[config.mk]
export PLATFORM = sky130hd
export DESIGN_NAME = key_event_classifier
export DESIGN_NICKNAME = d
export VERILOG_FILES = /design/src/rtl/key_event_classifier.sv
export SDC_FILE = /design/constraint.sdc
export NUM_CORES = 1
export LEC_CHECK = 0
export CORE_MARGIN = 1
export CORE_UTILIZATION = 43
export CTS_CLUSTER_DIAMETER = 80
export CTS_CLUSTER_SIZE = 25
export DETAILED_ROUTE_END_ITERATION = 8
export HOLD_SLACK_MARGIN = 0.06
export PLACE_DENSITY = 0.58
export SYNTH_ARGS = -nofsm -noshare
export SYNTH_HDL_FRONTEND = slang
export SYNTH_SLANG_ARGS = --single-unit
[constraint.sdc]
create_clock -name clk -period 3 [get_ports clk]
set_clock_uncertainty 0.15 [all_clocks]
set_input_delay 0.3 -clock clk [delete_from_list [all_inputs] [get_ports clk]]
set_output_delay 0.3 -clock clk [all_outputs]
set_load 0.02 [all_outputs]
[src/rtl/key_event_classifier.sv]
// Key event classifier: turns a debounced key level into short-press, long-press
// and double-click pulses, with a running count of emitted events.
module key_event_classifier #(
    parameter int unsigned LONG_TICKS = 25_000_000,
    parameter int unsigned GAP_TICKS  = 12_500_000
) (
    input  logic       clk,
    input  logic       rst_n,
    input  logic       key_lvl,
    output logic       short_press,
    output logic       long_press,
    output logic       double_click,
    output logic       busy,
    output logic [7:0] evt_cnt
);

    localparam int unsigned MaxTicks = (LONG_TICKS > GAP_TICKS) ? LONG_TICKS : GAP_TICKS;
    localparam int unsigned CntW     = (MaxTicks < 2) ? 1 : $clog2(MaxTicks + 1);

    localparam logic [CntW-1:0] LongLast = CntW'(LONG_TICKS - 1);
    localparam logic [CntW-1:0] GapLast  = CntW'(GAP_TICKS - 1);

    // Degenerate timings would collapse the one-cycle windows the FSM relies on.
    if (LONG_TICKS < 2) begin : g_long_chk
        $error("key_event_classifier: LONG_TICKS must be at least 2");
    end
    if (GAP_TICKS < 2) begin : g_gap_chk
        $error("key_event_classifier: GAP_TICKS must be at least 2");
    end

    typedef enum logic [2:0] {
        StLock,
        StIdle,
        StPress1,
        StGap,
        StHeld
    } state_e;

    state_e          state_q, state_d;
    logic [CntW-1:0] cnt_q, cnt_d;
    logic            short_q, short_d;
    logic            long_q, long_d;
    logic            dbl_q, dbl_d;
    logic            busy_q, busy_d;
    logic [7:0]      evt_cnt_q, evt_cnt_d;

    // Next-state, counter and registered-output decode.
    always_comb begin
        state_d   = state_q;
        cnt_d     = cnt_q;
        short_d   = 1'b0;
        long_d    = 1'b0;
        dbl_d     = 1'b0;

        unique case (state_q)
            // Wait for a low sample so a key held through reset never classifies.
            StLock: begin
                if (!key_lvl) begin
                    state_d = StIdle;
                    cnt_d   = '0;
                end
            end
            StIdle: begin
                if (key_lvl) begin
                    state_d = StPress1;
                    cnt_d   = '0;
                end
            end
            StPress1: begin
                if (key_lvl) begin
                    if (cnt_q == LongLast) begin
                        long_d  = 1'b1;
                        state_d = StHeld;
                        cnt_d   = '0;
                    end else begin
                        cnt_d = cnt_q + CntW'(1);
                    end
                end else begin
                    state_d = StGap;
                    cnt_d   = '0;
                end
            end
            // A rise always wins over gap expiry, even on the final gap sample.
            StGap: begin
                if (key_lvl) begin
                    dbl_d   = 1'b1;
                    state_d = StHeld;
                    cnt_d   = '0;
                end else if (cnt_q == GapLast) begin
                    short_d = 1'b1;
                    state_d = StIdle;
                    cnt_d   = '0;
                end else begin
                    cnt_d = cnt_q + CntW'(1);
                end
            end
            StHeld: begin
                if (!key_lvl) begin
                    state_d = StIdle;
                    cnt_d   = '0;
                end
            end
            default: begin
                state_d = StLock;
                cnt_d   = '0;
            end
        endcase

        // busy is registered alongside the state so it tracks state_q exactly.
        busy_d    = (state_d != StIdle);
        evt_cnt_d = (short_d || long_d || dbl_d) ? evt_cnt_q + 8'd1 : evt_cnt_q;
    end

    // State and output registers with asynchronous reset into LOCK.
    always_ff @(posedge clk or negedge rst_n) begin
        if (!rst_n) begin
            state_q   <= StLock;
            cnt_q     <= '0;
            short_q   <= 1'b0;
            long_q    <= 1'b0;
            dbl_q     <= 1'b0;
            busy_q    <= 1'b1;
            evt_cnt_q <= 8'd0;
        end else begin
            state_q   <= state_d;
            cnt_q     <= cnt_d;
            short_q   <= short_d;
            long_q    <= long_d;
            dbl_q     <= dbl_d;
            busy_q    <= busy_d;
            evt_cnt_q <= evt_cnt_d;
        end
    end

    assign short_press  = short_q;
    assign long_press   = long_q;
    assign double_click = dbl_q;
    assign busy         = busy_q;
    assign evt_cnt      = evt_cnt_q;

endmodule

# After elaboration in Yosys (flattened, before gate mapping)
# Cells that the tools add are included.
[classes]
addsub = 2
eq_ne = 9
muxes = 22
reduce_logical = 5
[op_table]
columns = ["cell", "n"]
rows = [
  ["$mux W25", 6],
  ["$pmux W25 S4", 1],
  ["$add A25 B1 Y25 const B", 1],
  ["$eq A25 B24 Y1 const B", 1],
  ["$eq A25 B25 Y1 const B", 1],
  ["$mux W3", 6],
  ["$pmux W3 S4", 1],
  ["$add A8 B1 Y8 const B", 1],
  ["$mux W1", 8],
  ["$eq A3 B2 Y1 const B", 2],
  ["$ne A2 B2 Y1 const B", 2],
  ["$eq A3 B1 Y1 const B", 1],
  ["$eq A3 B3 Y1 const B", 1],
  ["$logic_not A3 Y1", 1],
  ["$ne A3 B1 Y1 const B", 1],
  ["$logic_or A1 B1 Y1", 2],
  ["$reduce_and A2 Y1", 1],
  ["$reduce_or A2 Y1", 1],
]
[totals]
reg_bits = 40
input_bits = 3
out_inout_bits = 12
word_cells = 45

# Depth between registers and ports, before layout
# Gate-level depths: netlist of run 1.
[logic_depth]
depth_word = 6
mapped_depth = 7

# Worst setup path before layout of run 1
# OpenSTA, ideal clock, no wires.
[synth_path]
path_type = "reg2reg"
from = "register cnt_q[9]"
to = "register evt_cnt_q[1] (netlist: evt_cnt[1])"
setup_time_ns = 0.125
arrival_time_ns = 2.193
required_time_ns = 2.725
slack_ns = 0.532
path_stages_with_launch = 6
n_path_buf = 0
period_less_slack_ns = 2.468
cell_sequence = "dfrtp_1 or4_4 or4_4 nor3_4 o21ai_2 mux2_4"
[synth_between]
elab_chain_len = 6
word_cells_on_any_way = 10
cone_classes = "eq/ne (2); mux (6); reduce/logical (2)"
[synth_rtl]
columns = ["item", "line_no", "text"]
rows = [
  ["start, declared", "40", "logic [CntW-1:0] cnt_q, cnt_d;"],
  ["start signal, assigned", "126", "cnt_q <= cnt_d;"],
  ["$eq A25 B24 Y1 or $eq A25 B25 Y1 (tied branches)", "89, 71", ""],
  ["$mux W1, on equally long branches", "89, 71", ""],
  ["$mux W1, on equally long branches", "85, 70", ""],
  ["$mux W1", "55", "unique case (state_q)"],
  ["$logic_or A1 B1 Y1 * (2 in a row)", "111", "evt_cnt_d = (short_d || long_d || dbl_d) ? evt_cnt_q + 8'd1 : evt_cnt_q;"],
  ["end signal, assigned", "131", "evt_cnt_q <= evt_cnt_d;"],
  ["end, declared", "45", "logic [7:0] evt_cnt_q, evt_cnt_d;"],
]
# Every way passes the cells marked *; elsewhere a longest branch is shown, timed or not.
# A chain may end at the register's enable or synchronous reset.

# Worst setup path after layout of run 1
[layout_path]
from = "register cnt_q[9]"
to = "register cnt_q[2]"
[layout_between]
elab_chain_len = 4
word_cells_on_any_way = 7
cone_classes = "eq/ne (2); mux (5)"
[layout_rtl]
columns = ["item", "line_no"]
rows = [
  ["$eq A25 B24 Y1 or $eq A25 B25 Y1 (tied branches)", "89, 71"],
  ["$mux W25, on equally long branches", "89, 71"],
  ["$mux W25, on equally long branches", "85, 70"],
  ["$pmux W25 S4 *", "55"],
]
# Marks and branches as above.

==> results.py, run 1 <==
metrics = {
    "global_route": {
        "grt_start_max_net_pins": 41,
        "grt.overflow.total": 0,
        "antenna_found_initial": 0,
        "grt_pass1_vias": 1580,
        "grt_usage_pct": 19.3,
        "grt_pass1_wl_um": 7700,
    },
    "route": {
        "wl_um": 4460,
        "drc": 0,
        "post_drt_via_cell_ratio": 5.53,
        "num_vias": 1675,
        "drtAntennaViolNets": 0,
        "post_drt_wl_per_cell_um": 14.7,
        "first_iter_violations": 45,
        "drt_first_pass_iters": 4,
    },
    "clock_network": {
        "clkLatencyLatePin_ns": 0.29,
        "root_buffer": "clkbuf_8",
        "cts_max_level": 2,
        "cts.sinks": 40,
        "clock_path_buffers": 2,
        "cts_setup_buffers": 0,
        "cts_made_buffers": 5,
        "clkSlewWorstSetupHoldPaths_ns": 0.07,
        "cts_hold_buf": 1,
        "cts_tree": "done",
        "postCtsResizedCells": 0,
    },
    "synth": {
        "synth_area_leaders": "dfrtp_1 46%, xor2_1 8.2%, a21oi_1 6.3%",
        "synth_compound_area_share_pct": 13.4,
        "avgSynthCellArea_sq_um": 9.93,
        "synthFlopType": "dfrtp_1",
        "synthMuxAreaShare_pct": 1.17,
        "ys_ff_latch": 40,
        "ys_warn_count": 0,
        "seq_area_frac_synth_pct": 46.7,
        "netlist.area_leader.share_pct": 45.5,
        "syn_inst": 216,
        "synth_area_sq_um": 2140,
        "yosys.area_share.simple_pct": 22.3,
        "synth_top_family_by_area": "simple AND/OR/NAND/NOR gates",
        "synth-adder-area-share_pct": 1.17,
        "async_reset_ff_share_pct": 100,
        "synth_edf_count": 0,
        "synth_xor_area_share_pct": 12.3,
        "ys_types": 42,
        "synth.largest_area_cell": "dfrtp_1",
        "synthesis.nets": 221,
    },
    "placed_design": {
        "dp_hpwl_um": 3120,
        "dp.cells": 294,
        "port_buffers": 14,
        "place_congestion": 0.796,
    },
    "worst_setup_path": {
        "arrival_ns": 2.74,
        "crit_chain": "or4_4 > or4_4 > o311ai_1 > a21o_2 > a21oi_1",
        "reg2reg_to": "cnt_q[2]$_DFFE_PN0P_",
        "critPathLaunchType": "flip-flop",
        "critPathKind": "reg2reg",
        "reg2reg_depth": 5,
        "worstSetupEndpointType": "flip-flop",
        "r2r_setup_slack_ns": 0.24,
        "cp_slowest_cell": "or4_4",
        "critPathMaxFanout": 25,
        "r2r_start": "cnt_q[9]$_DFFE_PN0P_",
        "cpPeakStageDelay_ns": 0.57,
        "crit_top_cell": "or4_4",
        "cp.required_ns": 2.98,
    },
    "sta": {
        "timing.final.crit_share_pct": 92.0,
        "hold_viol": 0,
        "maxSlewHeadroom_pct": 14.1,
        "fin_setup_tns_ns": 0,
        "period_needed_ns": 2.76,
        "rsz0062_at_grt": "false",
        "setup_violations": 0,
        "slew_viol_final": 0,
        "worst_slew_pin_slew_ns": 1.28,
        "max_freq_ghz": 0.362,
    },
    "hold_path": {
        "worstHoldStart": "evt_cnt[7]$_DFFE_PN0P_",
        "hold_depth": 1,
        "min_path_type": "reg2reg",
        "hold_path_end": "evt_cnt[7]$_DFFE_PN0P_",
    },
    "pwr": {
        "cellPowerDensity_nw_per_um2": 556,
        "p_leak_nw": 1.02,
        "max-vdd-ir-drop_mv": 0.225,
    },
    "finish": {
        "area_delta_synth_final_pct": 14.6,
        "diodes": 0,
        "final_cell_mix": "39 x dfrtp_1, 27 x a21oi_1, 20 x xor2_1",
        "nNetsFinal": 240,
        "final_common_cell": "dfrtp_1",
        "drive_gt1_share_pct": 9.32,
        "fin_cells": 303,
        "fillCellCount": 441,
    },
    "job": {
        "maxCapViolations": 0,
    },
    "floorplan": {
        "io-pin-count": 15,
        "coreArea_sq_um": 4750,
        "rows": 25,
        "initial_utilization_pct": 45.1,
        "fp.dieArea_sq_um": 5270,
        "die_w_um": 72.6,
        "die-height_um": 72.6,
    },
    "run_status": {
        "outcome": "complete, no violations",
    },
}
==> per-stage QoR <==
step                setup slack [ns]  util [%]  power (W)  hold WS [ns]  instance area (sq um)
finish                         0.240      51.7    0.00137         0.323                   2460
CTS                            0.221      51.7    0.00139         0.327                   2460
global placement               0.218      49.6    0.00101         0.311                   2360
floorplan                      0.532         -   0.000893        -0.146                   2140
detailed placement            0.0637      49.6    0.00102         0.313                   2360
global route                  0.0796      51.7    0.00146         0.357                   2460
==> routing by layer <==
metal  vias up  wire [um]  track usage, %
li1        823          -               -
met1       817       2130            26.5
met2        28       2100            30.1
met3         7        160            4.28
met4         0         68            7.19
met5         -          0               0
==> sequential cells by signal, indices dropped and copies added, names as in the netlist <==
name / cells
evt_cnt: 8
long_press: 1
cnt_q: 25
double_click: 1
short_press: 1
state_q: 3
busy: 1
==> synth_stat cells (2+ instances only) <==
cell type,n
clkbuf_1,6
xnor2_1,10
inv_1,5
xor2_1,20
and2_1,2
or4_4,2
buf_6,2
nor4_1,2
nand2_1,16
and3_1,8
o21ai_0,2
ha_1,2
a21oi_1,27
dfrtp_1,39
or4_1,2
nor3_1,4
o211ai_1,5
and4_1,2
nand3_1,16
nand4_1,10
nor2_1,12
nor2b_1,2
==> worst max-delay path by stage <==
stage	from	to	slack, ns	cells past startpoint
after global placement	key_lvl	cnt_q[23]$_DFFE_PN0P_	0.22	6
after global routing	cnt_q[9]$_DFFE_PN0P_	cnt_q[13]$_DFFE_PN0P_	0.08	5
after CTS	cnt_q[9]$_DFFE_PN0P_	cnt_q[13]$_DFFE_PN0P_	0.22	5
after detailed placement	key_lvl	cnt_q[13]$_DFFE_PN0P_	0.06	6
final	cnt_q[9]$_DFFE_PN0P_	cnt_q[2]$_DFFE_PN0P_	0.24	5
after floorplan	cnt_q[9]$_DFFE_PN0P_	evt_cnt[1]$_DFFE_PN0P_	0.53	5
==> worst max-delay path: cells and delay by family, from the launching register on <==
kind               cells  cell delay, ns
AOI/OAI and AO/OA      3            0.89
and+or+nand+nor        2            1.13
DFF                    1            0.42
==> logic make-up (layout without fill, tap and decap cells) <==
kind of cell | Yosys count | in the layout
buffers and inverters | 13 | 33
and+or+nand+nor | 85 | 85
xor gates and xnor gates | 30 | 30
AOI/OAI and AO/OA | 44 | 44
adders and majority gates | 2 | 2
DFF | 40 | 40
muxes | 2 | 2
==> power by group <==
group / leakage [nW] / internal [W] / switching, W
Clock: 0.0510 / 0.000183 / 0.000182
Sequential: 0.543 / 0.000596 / 0.0000650
Combinational: 0.430 / 0.000149 / 0.000192
==> area by class of cell <==
type / count / area [sq um] / area share, %
tap: 67 / 83.8 / 3.41
sequential: 40 / 1000 / 40.8
multi-input combinational: 163 / 1080 / 43.9
clock buffer: 6 / 82.6 / 3.36
inverter: 5 / 18.8 / 0.763
clock inverter: 2 / 10.0 / 0.407
timing repair buffer: 20 / 183 / 7.43
(Power assumes the default switching activity.)
==> run 2: changes to the inputs <==
--- a/config.mk
+++ b/config.mk
@@ -8,4 +8,3 @@
 export CORE_MARGIN = 1
-export CORE_UTILIZATION = 43
-export CTS_CLUSTER_DIAMETER = 80
+export CORE_UTILIZATION = 34
 export CTS_CLUSTER_SIZE = 25
@@ -13,3 +12,3 @@
 export HOLD_SLACK_MARGIN = 0.06
-export PLACE_DENSITY = 0.58
+export PLACE_DENSITY = 0.48
 export SYNTH_ARGS = -nofsm -noshare
==> constraint.sdc (replaced) <==
create_clock -name clk -period 3 [get_ports clk]
set_clock_uncertainty 0.15 [all_clocks]
set_input_delay 0.45 -clock clk [delete_from_list [all_inputs] [get_ports clk]]
set_output_delay 0.45 -clock clk [all_outputs]
set_load 0.02 [all_outputs]
==> run 2 against run 1 <==
Fmax up 4.5%. Non-clock buffer count increased by 2. Largest cell class unchanged. Utilization decreased by 10 points. Worst setup slack better by 0.12 ns. Total power decreased by 0.18%.
==> results.py, run 2 (synthesis gave the netlist of run 1 again) <==
metrics = {
    "run_status": {
        "outcome": "complete, no violations",
    },
    "finish": {
        "multi_input_area_sq_um": 1080,
        "largest_reg_flops": 25,
        "final_cell_mix": "39 x dfrtp_1, 27 x a21oi_1, 20 x xor2_1",
        "post-route-util_pct": 41.4,
        "final_common_cell": "dfrtp_1",
        "final_area_sq_um": 2480,
        "regArea_sq_um": 1000,
        "largest_register": "cnt_q",
        "drive_gt1_share_pct": 9.66,
        "nNetsFinal": 242,
        "diodes": 0,
        "fillCellCount": 603,
        "area_delta_synth_final_pct": 15.8,
    },
    "floorplan": {
        "fp.dieArea_sq_um": 6630,
        "rows": 28,
        "initial_utilization_pct": 35.8,
        "die-height_um": 81.4,
        "io-pin-count": 15,
        "coreArea_sq_um": 5990,
        "die_w_um": 81.4,
    },
    "sta": {
        "max_freq_ghz": 0.379,
        "fin_setup_tns_ns": 0,
        "slew_viol_final": 0,
        "setup_slack_ns": 0.359,
        "period_needed_ns": 2.64,
        "setup_violations": 0,
        "hold_viol": 0,
        "worst_slew_pin_slew_ns": 0.915,
        "maxSlewHeadroom_pct": 39.0,
        "timing.final.crit_share_pct": 88.0,
        "rsz0062_at_grt": "false",
    },
    "global_route": {
        "grt_start_max_net_pins": 41,
        "grt.overflow.total": 0,
        "grt_pass1_wl_um": 8560,
        "antenna_found_initial": 0,
        "grt_pass1_vias": 1640,
        "grt_usage_pct": 17.4,
    },
    "worst_setup_path": {
        "worstSetupEndpointType": "flip-flop",
        "cp.required_ns": 3.00,
        "cp_slowest_cell": "or4_4",
        "cpPeakStageDelay_ns": 0.56,
        "arrival_ns": 2.65,
        "crit_top_cell": "or4_4",
        "crit_chain": "or4_4 > or4_4 > o311ai_1 > a21o_2 > buf_12 > a21oi_1",
        "critPathMaxFanout": 25,
        "critPathKind": "reg2reg",
        "critPathLaunchType": "flip-flop",
    },
    "route": {
        "drt_first_pass_iters": 4,
        "drc": 0,
        "num_vias": 1673,
        "first_iter_violations": 71,
        "drtAntennaViolNets": 0,
        "post_drt_via_cell_ratio": 5.35,
        "post_drt_wl_per_cell_um": 15.8,
        "wl_um": 4940,
    },
    "clock_network": {
        "cts.sinks": 40,
        "root_buffer": "clkbuf_8",
        "cts_setup_buffers": 0,
        "cts_made_buffers": 5,
        "cts_max_level": 2,
        "clock_path_buffers": 2,
        "cts_hold_buf": 0,
        "postCtsResizedCells": 0,
        "clkSlewWorstSetupHoldPaths_ns": 0.08,
        "clkLatencyLatePin_ns": 0.29,
        "cts_tree": "done",
    },
    "pwr": {
        "max-vdd-ir-drop_mv": 0.259,
        "clockPowerShare_pct": 25.6,
        "p_leak_nw": 1.03,
        "swShare_pct": 32.6,
        "switchingPower_w": 0.000446,
        "p_seq_share_pct": 48.5,
        "cellPowerDensity_nw_per_um2": 550,
        "p_int_w": 0.000920,
        "pwr-share-comb_pct": 25.9,
        "total_power_w": 0.00137,
    },
    "placed_design": {
        "pre_cts_ws_ns": 0.391,
        "place_congestion": 0.768,
        "placedInstanceArea_sq_um": 2400,
        "dp_hpwl_um": 3340,
        "port_buffers": 14,
    },
    "job": {
        "maxCapViolations": 0,
    },
    "hold_path": {
        "min_path_type": "in2async",
    },
}
## run 2: changes by cell type in the layout (fill, tap and decap cells not counted)
cell | previous run | this run
buf_4 | 5 | 7
buf_12 | 0 | 1
clkbuf_8 | 6 | 5
clkbuf_1 | 0 | 2
dlygate4sd3_1 | 1 | 0
clkinv_2 | 2 | 1
## run 2: per-layer routing
metal,wire (um),vias to the layer above,track usage [%]
met5,0,-,0
li1,-,826,-
met4,41,0,5.36
met2,2270,23,26.8
met3,145,4,3.67
met1,2480,820,24.3
## run 2: final timing paths
path	start	to	slack [ns]	cells past startpoint
setup / recovery	cnt_q[9]$_DFFE_PN0P_	cnt_q[9]$_DFFE_PN0P_	0.36	6
hold / removal	rst_n	state_q[0]$_DFF_PN0_	0.14	1
setup reg to reg	cnt_q[9]$_DFFE_PN0P_	cnt_q[9]$_DFFE_PN0P_	0.36	6
hold reg to reg	evt_cnt[7]$_DFFE_PN0P_	evt_cnt[7]$_DFFE_PN0P_	0.33	1
max in group asynchronous	rst_n	cnt_q[4]$_DFFE_PN0P_	1.99	1
min in group clk	evt_cnt[7]$_DFFE_PN0P_	evt_cnt[7]$_DFFE_PN0P_	0.33	1
## run 2: worst max-delay path: cells and delay by family (launching register included)
family / cells / cell delay, ns
and+or+nand+nor: 2 / 1.12
AOI/OAI and AO/OA: 3 / 0.65
DFF: 1 / 0.42
buffers and inverters: 1 / 0.17
## run 2: layout make-up
type                       count  share of cell area (%)
multi-input combinational    163                    43.4
sequential                    40                    40.4
timing repair buffer          22                    8.37
tap                           75                    3.78
clock buffer                   7                    3.07
inverter                       5                   0.756
clock inverter                 1                   0.202
## run 2: power groups by stage
stage / Clock [W] / Sequential, W / Combinational (W)
2_1_floorplan: 0 / 0.000691 / 0.000201
6_report: 0.000349 / 0.000662 / 0.000354
4_1_cts: 0.000370 / 0.000664 / 0.000362
3_5_place_dp: 0 / 0.000675 / 0.000361
5_1_grt: 0.000406 / 0.000674 / 0.000397
3_3_place_gp: 0 / 0.000673 / 0.000360
## run 2: stage by stage
| step | hold WS, ns | instances |
|---|---|---|
| after floorplan | 0.00441 | 216 |
| after global placement | 0.312 | 305 |
| after detailed placement | 0.318 | 305 |
| after CTS | 0.184 | 313 |
| after global routing | 0.215 | 313 |
| final | 0.142 | 313 |
==> run 3: changes to the inputs <==
Settings changed: MAX_ROUTING_LAYER set to met4.
==> run 3 against run 2 <==
Sequential power hardly changed. Worst hold slack better by 0.0013 ns. Sequential cell count stayed put. Design area stayed put. Via count is 0.30% higher. Clock power is 1% higher. Highest routed layer unchanged. Fmax hardly changed. Global-route usage is 0.51 points higher. Sequential share of layout area stayed put. Die area stayed put. Total power is 0.30% higher.
==> results.py, run 3 (synthesis gave the netlist of run 1 again) <==
metrics = {
    "run_status": {
        "outcome": "complete, no violations",
    },
    "floorplan": {
        "fp.dieArea_sq_um": 6630,
        "io-pin-count": 15,
        "initial_utilization_pct": 35.8,
        "die_w_um": 81.4,
        "die-height_um": 81.4,
        "rows": 28,
        "coreArea_sq_um": 5990,
    },
    "global_route": {
        "grt_start_max_net_pins": 41,
        "grt_pass1_wl_um": 8580,
        "grt.overflow.total": 0,
        "grt_usage_pct": 17.9,
        "grt_pass1_vias": 1643,
        "antenna_found_initial": 0,
    },
    "sta": {
        "period_needed_ns": 2.64,
        "setup_violations": 0,
        "timing.final.crit_share_pct": 88.0,
        "setup_slack_ns": 0.360,
        "rsz0062_at_grt": "false",
        "fin_setup_tns_ns": 0,
        "maxSlewHeadroom_pct": 38.3,
        "slew_viol_final": 0,
        "max_freq_ghz": 0.379,
        "worst_slew_pin_slew_ns": 0.926,
        "hold_viol": 0,
    },
    "finish": {
        "final_cell_mix": "39 x dfrtp_1, 27 x a21oi_1, 20 x xor2_1",
        "fillCellCount": 603,
        "area_delta_synth_final_pct": 15.8,
        "largest_reg_flops": 25,
        "final_common_cell": "dfrtp_1",
        "diodes": 0,
        "post-route-util_pct": 41.4,
        "nNetsFinal": 242,
        "largest_register": "cnt_q",
        "fin_cells": 313,
        "drive_gt1_share_pct": 9.66,
    },
    "pwr": {
        "max-vdd-ir-drop_mv": 0.259,
        "p_leak_nw": 1.03,
        "cellPowerDensity_nw_per_um2": 552,
    },
    "placed_design": {
        "place_congestion": 0.779,
        "dp_hpwl_um": 3340,
        "port_buffers": 14,
        "dp.cells": 305,
        "pre_cts_ws_ns": 0.391,
    },
    "route": {
        "num_vias": 1678,
        "wl_um": 4950,
        "drtAntennaViolNets": 0,
        "drt_first_pass_iters": 4,
        "post_drt_via_cell_ratio": 5.36,
        "first_iter_violations": 87,
        "post_drt_wl_per_cell_um": 15.8,
        "drc": 0,
    },
    "worst_setup_path": {
        "arrival_ns": 2.65,
        "r2r_setup_slack_ns": 0.36,
        "critPathLaunchType": "flip-flop",
        "r2r_start": "cnt_q[9]$_DFFE_PN0P_",
        "cp.required_ns": 3.01,
        "worstSetupEndpointType": "flip-flop",
        "crit_top_cell": "or4_4",
        "reg2reg_depth": 6,
        "reg2reg_to": "cnt_q[9]$_DFFE_PN0P_",
        "cpPeakStageDelay_ns": 0.56,
        "critPathKind": "reg2reg",
        "crit_chain": "or4_4 > or4_4 > o311ai_1 > a21o_2 > buf_12 > a21oi_1",
        "cp_slowest_cell": "or4_4",
        "critPathMaxFanout": 25,
    },
    "clock_network": {
        "clock_path_buffers": 2,
        "cts_hold_buf": 0,
        "clkLatencyLatePin_ns": 0.29,
        "cts_tree": "done",
        "postCtsResizedCells": 0,
        "cts_max_level": 2,
        "cts_setup_buffers": 0,
        "cts.sinks": 40,
        "cts_made_buffers": 5,
        "root_buffer": "clkbuf_8",
        "clkSlewWorstSetupHoldPaths_ns": 0.08,
    },
    "job": {
        "maxCapViolations": 0,
    },
    "hold_path": {
        "min_path_type": "in2async",
    },
}
-- run 3: per-stage QoR --
step / area (sq um) / hold slack [ns] / total power [W]
after floorplan: 2140 / 0.00441 / 0.000893
after global placement: 2400 / 0.312 / 0.00103
after detailed placement: 2400 / 0.318 / 0.00104
after CTS: 2480 / 0.184 / 0.00140
after global routing: 2480 / 0.215 / 0.00148
final: 2480 / 0.144 / 0.00137
-- run 3: how the worst max path moves through the flow --
stage / startpoint / endpoint / slack, ns / depth (start not counted)
2_1_floorplan: cnt_q[9]$_DFFE_PN0P_ / evt_cnt[1]$_DFFE_PN0P_ / 0.53 / 5
3_3_place_gp: cnt_q[9]$_DFFE_PN0P_ / cnt_q[0]$_DFFE_PN0P_ / 0.40 / 6
3_5_place_dp: cnt_q[9]$_DFFE_PN0P_ / cnt_q[23]$_DFFE_PN0P_ / 0.39 / 6
4_1_cts: cnt_q[9]$_DFFE_PN0P_ / cnt_q[9]$_DFFE_PN0P_ / 0.37 / 6
5_1_grt: cnt_q[9]$_DFFE_PN0P_ / cnt_q[9]$_DFFE_PN0P_ / 0.28 / 6
6_report: cnt_q[9]$_DFFE_PN0P_ / cnt_q[9]$_DFFE_PN0P_ / 0.36 / 6
-- run 3: power breakdown --
| group | leakage [nW] | switching [W] | internal, W |
|---|---|---|---|
| combinational | 0.446 | 0.000194 | 0.000160 |
| clock | 0.0422 | 0.000190 | 0.000164 |
| sequential | 0.543 | 0.0000657 | 0.000596 |
-- run 3: layout make-up --
cell class,count,area (sq um),share of cell area [%]
clock inverters,1,5.00,0.202
repair buffers,22,208,8.37
multi-input cells,163,1080,43.4
well taps,75,93.8,3.78
clock buffers,7,76.3,3.07
flip-flops and latches,40,1000,40.4
inverters,5,18.8,0.756
-- run 3: layer usage --
layer	global-route usage, %	share of wire (%)	vias to the layer above	wire length, um
met1	24.2	50	829	2490
met2	26.9	46	22	2260
met3	3.67	2.8	5	137
met4	5.36	1.1	0	56
li1	-	-	822	-
met5	-	0	-	0
-- run 3: critical path, delay by kind of cell, from the launching register on --
| kind | cells | cell delay (ns) |
|---|---|---|
| flops | 1 | 0.42 |
| compound gates | 3 | 0.64 |
| simple gates | 2 | 1.12 |
| buf+inv | 1 | 0.17 |
